--- src/rtl/midi_note_tracker.sv ---
// MIDI byte parser and voice-slot table feeding the waveform combiner.
// Define VOICE_STEAL_EN to replace the oldest voice when a new note hits a full table.
module midi_note_tracker #(
    parameter int NUM_SLOTS  = 5,
    parameter int FIRST_SLOT = 1,
    parameter int CHANNEL    = 0
) (
    input  logic                        clk_in,
    input  logic                        rst_in,
    input  logic [7:0]                  midi_byte_in,
    input  logic                        midi_byte_valid_in,
    output logic [NUM_SLOTS-1:0]        on_array_out,
    output logic [NUM_SLOTS-1:0][15:0]  midi_burst_data_out,
    output logic                        midi_burst_change_out,
    output logic                        slots_full_out
);

    localparam int IDXW = (NUM_SLOTS > 1) ? $clog2(NUM_SLOTS) : 1;

    typedef enum logic [1:0] {
        WAIT_STATUS = 2'd0,
        WAIT_D1     = 2'd1,
        WAIT_D2     = 2'd2
    } parse_state_e;

    parse_state_e state_q, state_d;
    logic [7:0]   status_q, status_d;
    logic [7:0]   d1_q, d1_d;
    logic [7:0]   d2_q, d2_d;
    logic         upd_q, upd_d;

    logic [NUM_SLOTS-1:0]       on_q, on_d;
    logic [NUM_SLOTS-1:0][7:0]  note_q, note_d;
    logic [NUM_SLOTS-1:0][7:0]  vel_q, vel_d;
    logic [NUM_SLOTS-1:0][2:0]  age_q, age_d;
    logic                       chg_pend_q, chg_pend_d;

    logic [NUM_SLOTS-1:0]       on_array_q, on_array_d;
    logic [NUM_SLOTS-1:0][15:0] data_out_q, data_out_d;
    logic                       change_q, change_d;
    logic                       full_q, full_d;

    logic            hit_s, free_found_s, alloc_s, ch_ok_s;
    logic [IDXW-1:0] hit_idx_s, free_idx_s, old_idx_s, alloc_idx_s;
    logic [2:0]      old_age_s;

    // Byte classifier and parser next-state logic
    always_comb begin
        state_d  = state_q;
        status_d = status_q;
        d1_d     = d1_q;
        d2_d     = d2_q;
        upd_d    = 1'b0;
        if (midi_byte_valid_in) begin
            if (midi_byte_in[7:3] == 5'b11111) begin
                state_d = state_q;
            end else if (midi_byte_in[7:4] == 4'hF) begin
                status_d = 8'h00;
                state_d  = WAIT_STATUS;
            end else if (midi_byte_in[7]) begin
                status_d = midi_byte_in;
                state_d  = WAIT_D1;
            end else begin
                case (state_q)
                    WAIT_STATUS: state_d = WAIT_STATUS;
                    WAIT_D1: begin
                        d1_d = midi_byte_in;
                        // Program change carries one data byte and never updates the table
                        if (status_q[7:4] == 4'hC) begin
                            state_d = WAIT_D1;
                        end else begin
                            state_d = WAIT_D2;
                        end
                    end
                    WAIT_D2: begin
                        d2_d    = midi_byte_in;
                        upd_d   = 1'b1;
                        state_d = WAIT_D1;
                    end
                    default: state_d = WAIT_STATUS;
                endcase
            end
        end else begin
            state_d = state_q;
        end
    end

    // Parser registers
    always_ff @(posedge clk_in or posedge rst_in) begin
        if (rst_in) begin
            state_q  <= WAIT_STATUS;
            status_q <= 8'h00;
            d1_q     <= 8'h00;
            d2_q     <= 8'h00;
            upd_q    <= 1'b0;
        end else begin
            state_q  <= state_d;
            status_q <= status_d;
            d1_q     <= d1_d;
            d2_q     <= d2_d;
            upd_q    <= upd_d;
        end
    end

    // Slot search: matching note, lowest free slot and oldest occupied slot
    always_comb begin
        hit_s        = 1'b0;
        hit_idx_s    = IDXW'(FIRST_SLOT);
        free_found_s = 1'b0;
        free_idx_s   = IDXW'(FIRST_SLOT);
        old_idx_s    = IDXW'(FIRST_SLOT);
        old_age_s    = age_q[FIRST_SLOT];
        for (int i = FIRST_SLOT; i < NUM_SLOTS; i++) begin
            hit_idx_s    = (!hit_s && on_q[i] && (note_q[i] == d1_q)) ? IDXW'(i) : hit_idx_s;
            hit_s        = hit_s | (on_q[i] && (note_q[i] == d1_q));
            free_idx_s   = (!free_found_s && !on_q[i]) ? IDXW'(i) : free_idx_s;
            free_found_s = free_found_s | !on_q[i];
            // Strict compare keeps the lowest index on equal ages
            old_idx_s    = (age_q[i] > old_age_s) ? IDXW'(i) : old_idx_s;
            old_age_s    = (age_q[i] > old_age_s) ? age_q[i] : old_age_s;
        end
    end

    // Table update in the cycle after the second data byte
    always_comb begin
        on_d        = on_q;
        note_d      = note_q;
        vel_d       = vel_q;
        age_d       = age_q;
        alloc_s     = 1'b0;
        alloc_idx_s = free_idx_s;
        ch_ok_s     = (status_q[3:0] == 4'(CHANNEL));
        if (upd_q && ch_ok_s) begin
            case (status_q[7:4])
                4'h8, 4'h9: begin
                    if ((status_q[7:4] == 4'h9) && (d2_q != 8'h00)) begin
                        if (hit_s) begin
                            vel_d[hit_idx_s] = d2_q;
                        end else if (free_found_s) begin
                            alloc_s     = 1'b1;
                            alloc_idx_s = free_idx_s;
                        end else begin
`ifdef VOICE_STEAL_EN
                            alloc_s     = 1'b1;
                            alloc_idx_s = old_idx_s;
`else
                            alloc_s     = 1'b0;
`endif
                        end
                    end else if (hit_s) begin
                        on_d[hit_idx_s]   = 1'b0;
                        note_d[hit_idx_s] = 8'h00;
                        vel_d[hit_idx_s]  = 8'h00;
                        age_d[hit_idx_s]  = 3'd0;
                    end else begin
                        on_d = on_q;
                    end
                end
                4'hB: begin
                    if (d1_q == 8'h7B) begin
                        on_d   = '0;
                        note_d = '0;
                        vel_d  = '0;
                        age_d  = '0;
                    end else begin
                        on_d = on_q;
                    end
                end
                default: on_d = on_q;
            endcase
        end else begin
            on_d = on_q;
        end
        if (alloc_s) begin
            for (int j = FIRST_SLOT; j < NUM_SLOTS; j++) begin
                if (IDXW'(j) == alloc_idx_s) begin
                    on_d[j]   = 1'b1;
                    note_d[j] = d1_q;
                    vel_d[j]  = d2_q;
                    age_d[j]  = 3'd0;
                end else if (on_q[j]) begin
                    age_d[j] = (age_q[j] == 3'd7) ? 3'd7 : (age_q[j] + 3'd1);
                end else begin
                    age_d[j] = age_q[j];
                end
            end
        end else begin
            age_d = age_d;
        end
        chg_pend_d = (on_d != on_q) || (note_d != note_q) || (vel_d != vel_q);
    end

    // Voice table registers
    always_ff @(posedge clk_in or posedge rst_in) begin
        if (rst_in) begin
            on_q       <= '0;
            note_q     <= '0;
            vel_q      <= '0;
            age_q      <= '0;
            chg_pend_q <= 1'b0;
        end else begin
            on_q       <= on_d;
            note_q     <= note_d;
            vel_q      <= vel_d;
            age_q      <= age_d;
            chg_pend_q <= chg_pend_d;
        end
    end

    // Output snapshot, refreshed only when the table changed
    always_comb begin
        on_array_d = on_array_q;
        data_out_d = data_out_q;
        full_d     = full_q;
        change_d   = chg_pend_q;
        if (chg_pend_q) begin
            on_array_d = on_q;
            full_d     = &on_q[NUM_SLOTS-1:FIRST_SLOT];
            for (int i = 0; i < NUM_SLOTS; i++) begin
                data_out_d[i] = {note_q[i], vel_q[i]};
            end
        end else begin
            full_d = full_q;
        end
    end

    // Output registers
    always_ff @(posedge clk_in or posedge rst_in) begin
        if (rst_in) begin
            on_array_q <= '0;
            data_out_q <= '0;
            change_q   <= 1'b0;
            full_q     <= 1'b0;
        end else begin
            on_array_q <= on_array_d;
            data_out_q <= data_out_d;
            change_q   <= change_d;
            full_q     <= full_d;
        end
    end

    assign on_array_out          = on_array_q;
    assign midi_burst_data_out   = data_out_q;
    assign midi_burst_change_out = change_q;
    assign slots_full_out        = full_q;

endmodule
--- config.mk ---
export PLATFORM = sky130hd
export DESIGN_NAME = midi_note_tracker
export DESIGN_NICKNAME = d
export VERILOG_FILES = /design/src/rtl/midi_note_tracker.sv
export SDC_FILE = /design/constraint.sdc
export NUM_CORES = 1
export LEC_CHECK = 0
export BUFFER_PORTS_ARGS = -buffer_cell sky130_fd_sc_hd__buf_2
export CAP_MARGIN = 20
export CORE_MARGIN = 5
export CORE_UTILIZATION = 59
export DETAILED_ROUTE_END_ITERATION = 8
export PLACE_DENSITY = 0.81
export REMOVE_ABC_BUFFERS = 1
export SYNTH_ARGS = -nofsm -noshare
export SYNTH_HDL_FRONTEND = slang
export SYNTH_SLANG_ARGS = --single-unit
--- constraint.sdc ---
create_clock -name clk_in -period 8.5 [get_ports clk_in]
set_input_delay 0.85 -clock clk_in [delete_from_list [all_inputs] [get_ports clk_in]]
set_output_delay 0.85 -clock clk_in [all_outputs]
set_load 0.005 [all_outputs]
==> flow_metrics.env <==
export IMPL_vias_per_cell=6.51
export IMPL_synth_distinct_cells=80
export IMPL_cp_max_fo=22
export IMPL_fin_skew_ns=0.0144
export IMPL_maxCapViolations=0
export IMPL_powerDensity_nw_per_um2=203
export IMPL_htreeDepth=4
export IMPL_die_w_um=137
export IMPL_ys_warn_count=0
export IMPL_outcome="finished, final reports clean"
export IMPL_die_area_um2=18700
export IMPL_report_final_slew_viol_count=0
export IMPL_finalSetupViolCount=0
export IMPL_hold_viol_final=0
export IMPL_layout_nets=964
export IMPL_tightestPinTransition_ns=1.23
export IMPL_synthTopCellsByCount="dfrtp_1, mux2_2, nand2_1"
export IMPL_worst_slack_ns=3.79
export IMPL_grt_max_degree=123
export IMPL_clk_path_buf_depth=2
export IMPL_hpwl_mm=20.3
export IMPL_die_h_um=137
export IMPL_worst_ep_required_time_ns=8.77
export IMPL_end_kind="flop"
export IMPL_timing_rr_start="d1_q[1]$_DFFE_PP0P_"
export IMPL_utilization_pct=67.8
export IMPL_hold_slack_ns=0.497
export IMPL_finalCriticalPeriod_ns=4.71
export IMPL_via_count=7687
export IMPL_antenna_found_initial=1
export IMPL_grt_pass1_wl_mm=44.2
export IMPL_stdcell_count=1180
export IMPL_synth_cells=873
export IMPL_port_buffers=97
export IMPL_rr_worst_depth=9
export IMPL_post_route_period_util_pct=55.4
export IMPL_synth_area_leaders="dfrtp_1, mux2_2, o21ai_0, nand2_1, xnor2_1"
export IMPL_drc_errors=0
export IMPL_wl_per_cell_um=23.8
export IMPL_wirelength_mm=28.1
export IMPL_diodes=0
export IMPL_ys_seq_area_share_pct=52.4
export IMPL_drive_gt1_share_pct=26.2
export IMPL_grt_setup_unrepaired="false"
export IMPL_drt_iter0_markers=995
export IMPL_async_flop_share_pct=100
export IMPL_grt_usage_pct=31.3
export IMPL_initial_core_util_pct=59.7
export IMPL_tns_ns=0
export IMPL_synthToLayoutAreaGrowth_pct=13.6
export IMPL_dp_slack_ns=4.10
export IMPL_p_leak_nw=5.24
export IMPL_syn_avg_cell_area_um2=10.8
export IMPL_synth_top_area_share_pct=52.4
export IMPL_synth_seq_cells=198
export IMPL_yosysMostFrequentCell="dfrtp_1"
export IMPL_drt_first_pass_iters=6
export IMPL_cp_start_kind="flop"
export IMPL_placementRows=46
export IMPL_fillers=1182
export IMPL_r2r_setup_slack_ns=3.79
export IMPL_dp_cells=1146
export IMPL_synth_flop_cell="dfrtp_1"
export IMPL_hp_start="status_q[3]$_DFFE_PP0P_"
export IMPL_ant_nets=0
export IMPL_worstHoldPathType="flop to flop"
export IMPL_routabilityCongestion=1.10
export IMPL_cts_tree="built"
export IMPL_clock_latency_ns=0.44
export IMPL_grt_pass1_vias=7531
export IMPL_synth_edf_count=0
export IMPL_timing_slew_headroom_pct=17.9
export IMPL_num_io_pins=98
export IMPL_cts_sinks=198
export IMPL_r2r_end="change_d$_DFF_PP0_"
export IMPL_hold_depth=1
export IMPL_synth_top_area_cell="dfrtp_1"
export IMPL_syn_cell_area_um2=9450
export IMPL_fmax_mhz=212
export IMPL_vdd_drop_max_uv=148
export IMPL_cts_resized=0
export IMPL_holdBufCountCts=0
export IMPL_cts_inserted_buffers=17
export IMPL_hold_end="status_q[3]$_DFFE_PP0P_"
export IMPL_overflow=0
export IMPL_path_clk_slew_ns=0.08
export IMPL_cts_setup_buffers=0
export IMPL_core_area_um2=15800
export IMPL_clockRootBuffer="clkbuf_16"
export IMPL_criticalPathCategory="flop to flop"
export IMPL_cp_arrival_ns=4.98
power by group:
group | switching, W | internal [W] | total, W
registers | 0.000117 | 0.000974 | 0.00109
clock network | 0.000409 | 0.000428 | 0.000837
logic | 0.000163 | 0.0000935 | 0.000256
through the flow:
step                      total power (W)  area, um2
after floorplan                   0.00123       9240
after CTS                         0.00218      10700
after global routing              0.00226      10700
final                             0.00218      10700
after detailed placement          0.00135      10100
after global placement            0.00134      10100
per-layer routing:
layer | global-route usage [%] | vias to the layer above | part of all wire [%]
li1 | - | 3352 | -
met1 | 45.0 | 3791 | 42
met2 | 47.1 | 460 | 45
met3 | 7.02 | 82 | 10
met4 | 11.4 | 2 | 3.5
met5 | 0 | - | 0.043
critical path: stages (launching register included):
cell       delay (ns)
dfrtp_1          0.78
xnor2_1          0.19
nand4_1          0.17
nor2_1           0.66
or4_1            0.80
a21oi_1          0.13
a2111oi_0        0.76
nand4_1          0.18
nor4_1           0.69
nand4_1          0.17
logic make-up (layout without fill, tap and decap cells):
family                   Yosys count  in the layout  share of synthesized area, %
AND/OR/NAND/NOR                  257            257                          14.6
buffers and inverters             80            171                          3.61
XOR/XNOR                          30             30                          2.78
flip-flops                       198            198                          52.4
multiplexers                      94             94                          11.2
AO/OA/AOI/OAI                    212            212                          15.2
adder cells (fa/ha/maj)            2              2                         0.265
worst max path at each step:
stage / startpoint / endpoint
global placement: d1_q[4]$_DFFE_PP0P_ / change_d$_DFF_PP0_
finish: d1_q[1]$_DFFE_PP0P_ / change_d$_DFF_PP0_
floorplan: rst_in / change_d$_DFF_PP0_
global route: d1_q[1]$_DFFE_PP0P_ / change_d$_DFF_PP0_
CTS: d1_q[1]$_DFFE_PP0P_ / change_d$_DFF_PP0_
detailed placement: d1_q[1]$_DFFE_PP0P_ / change_d$_DFF_PP0_
layout by cell type, fill, tap and decap left out, drive strengths merged, types with 3 or more instances in the layout:
cell type  Yosys  layout
xnor2         26      26
xor2           4       4
o221ai         3       3
a211oi         3       3
a22o          23      23
a221oi         5       5
a21boi         3       3
a21oi         26      26
clkbuf        27      18
a211o          3       3
or2            6       6
nand2b         9       9
nor2b          6       6
nor4          18      18
a21o           8       8
o41ai          3       3
dfrtp        198     198
clkinv         0      10
mux2          92      92
o21ai         75      75
nand4         15      15
o211ai         4       4
nor3b          4       4
inv           34      37
o22ai         12      12
or4            7       7
nand3         20      20
nor2          37      37
a31oi          4       4
a22oi          4       4
buf           19     104
nor3          11      11
a2111oi        4       4
o32ai          4       4
nand2         79      79
a32oi          3       3
and3           4       4
and2          25      25
o31ai          3       3
state kept, by name (all words and copies together), names as in the netlist:
name	flops
on_q	5
change_d	1
slots_full_out	1
note_q	40
vel_q	40
on_array_out	5
status_q	8
upd_q	1
state_q	2
midi_burst_change_out	1
d1_q	7
d2_q	7
midi_burst_data_out	80
area by class of cell:
type	count	area (um2)	share of cell area, %
inverter	34	135	1.26
clock buffer	17	425	3.96
sequential	198	4960	46.2
timing repair buffer	105	563	5.25
clock inverter	15	213	1.98
tap	216	270	2.52
multi-input combinational	595	4170	38.8
Power figures use the tool's default switching activity.
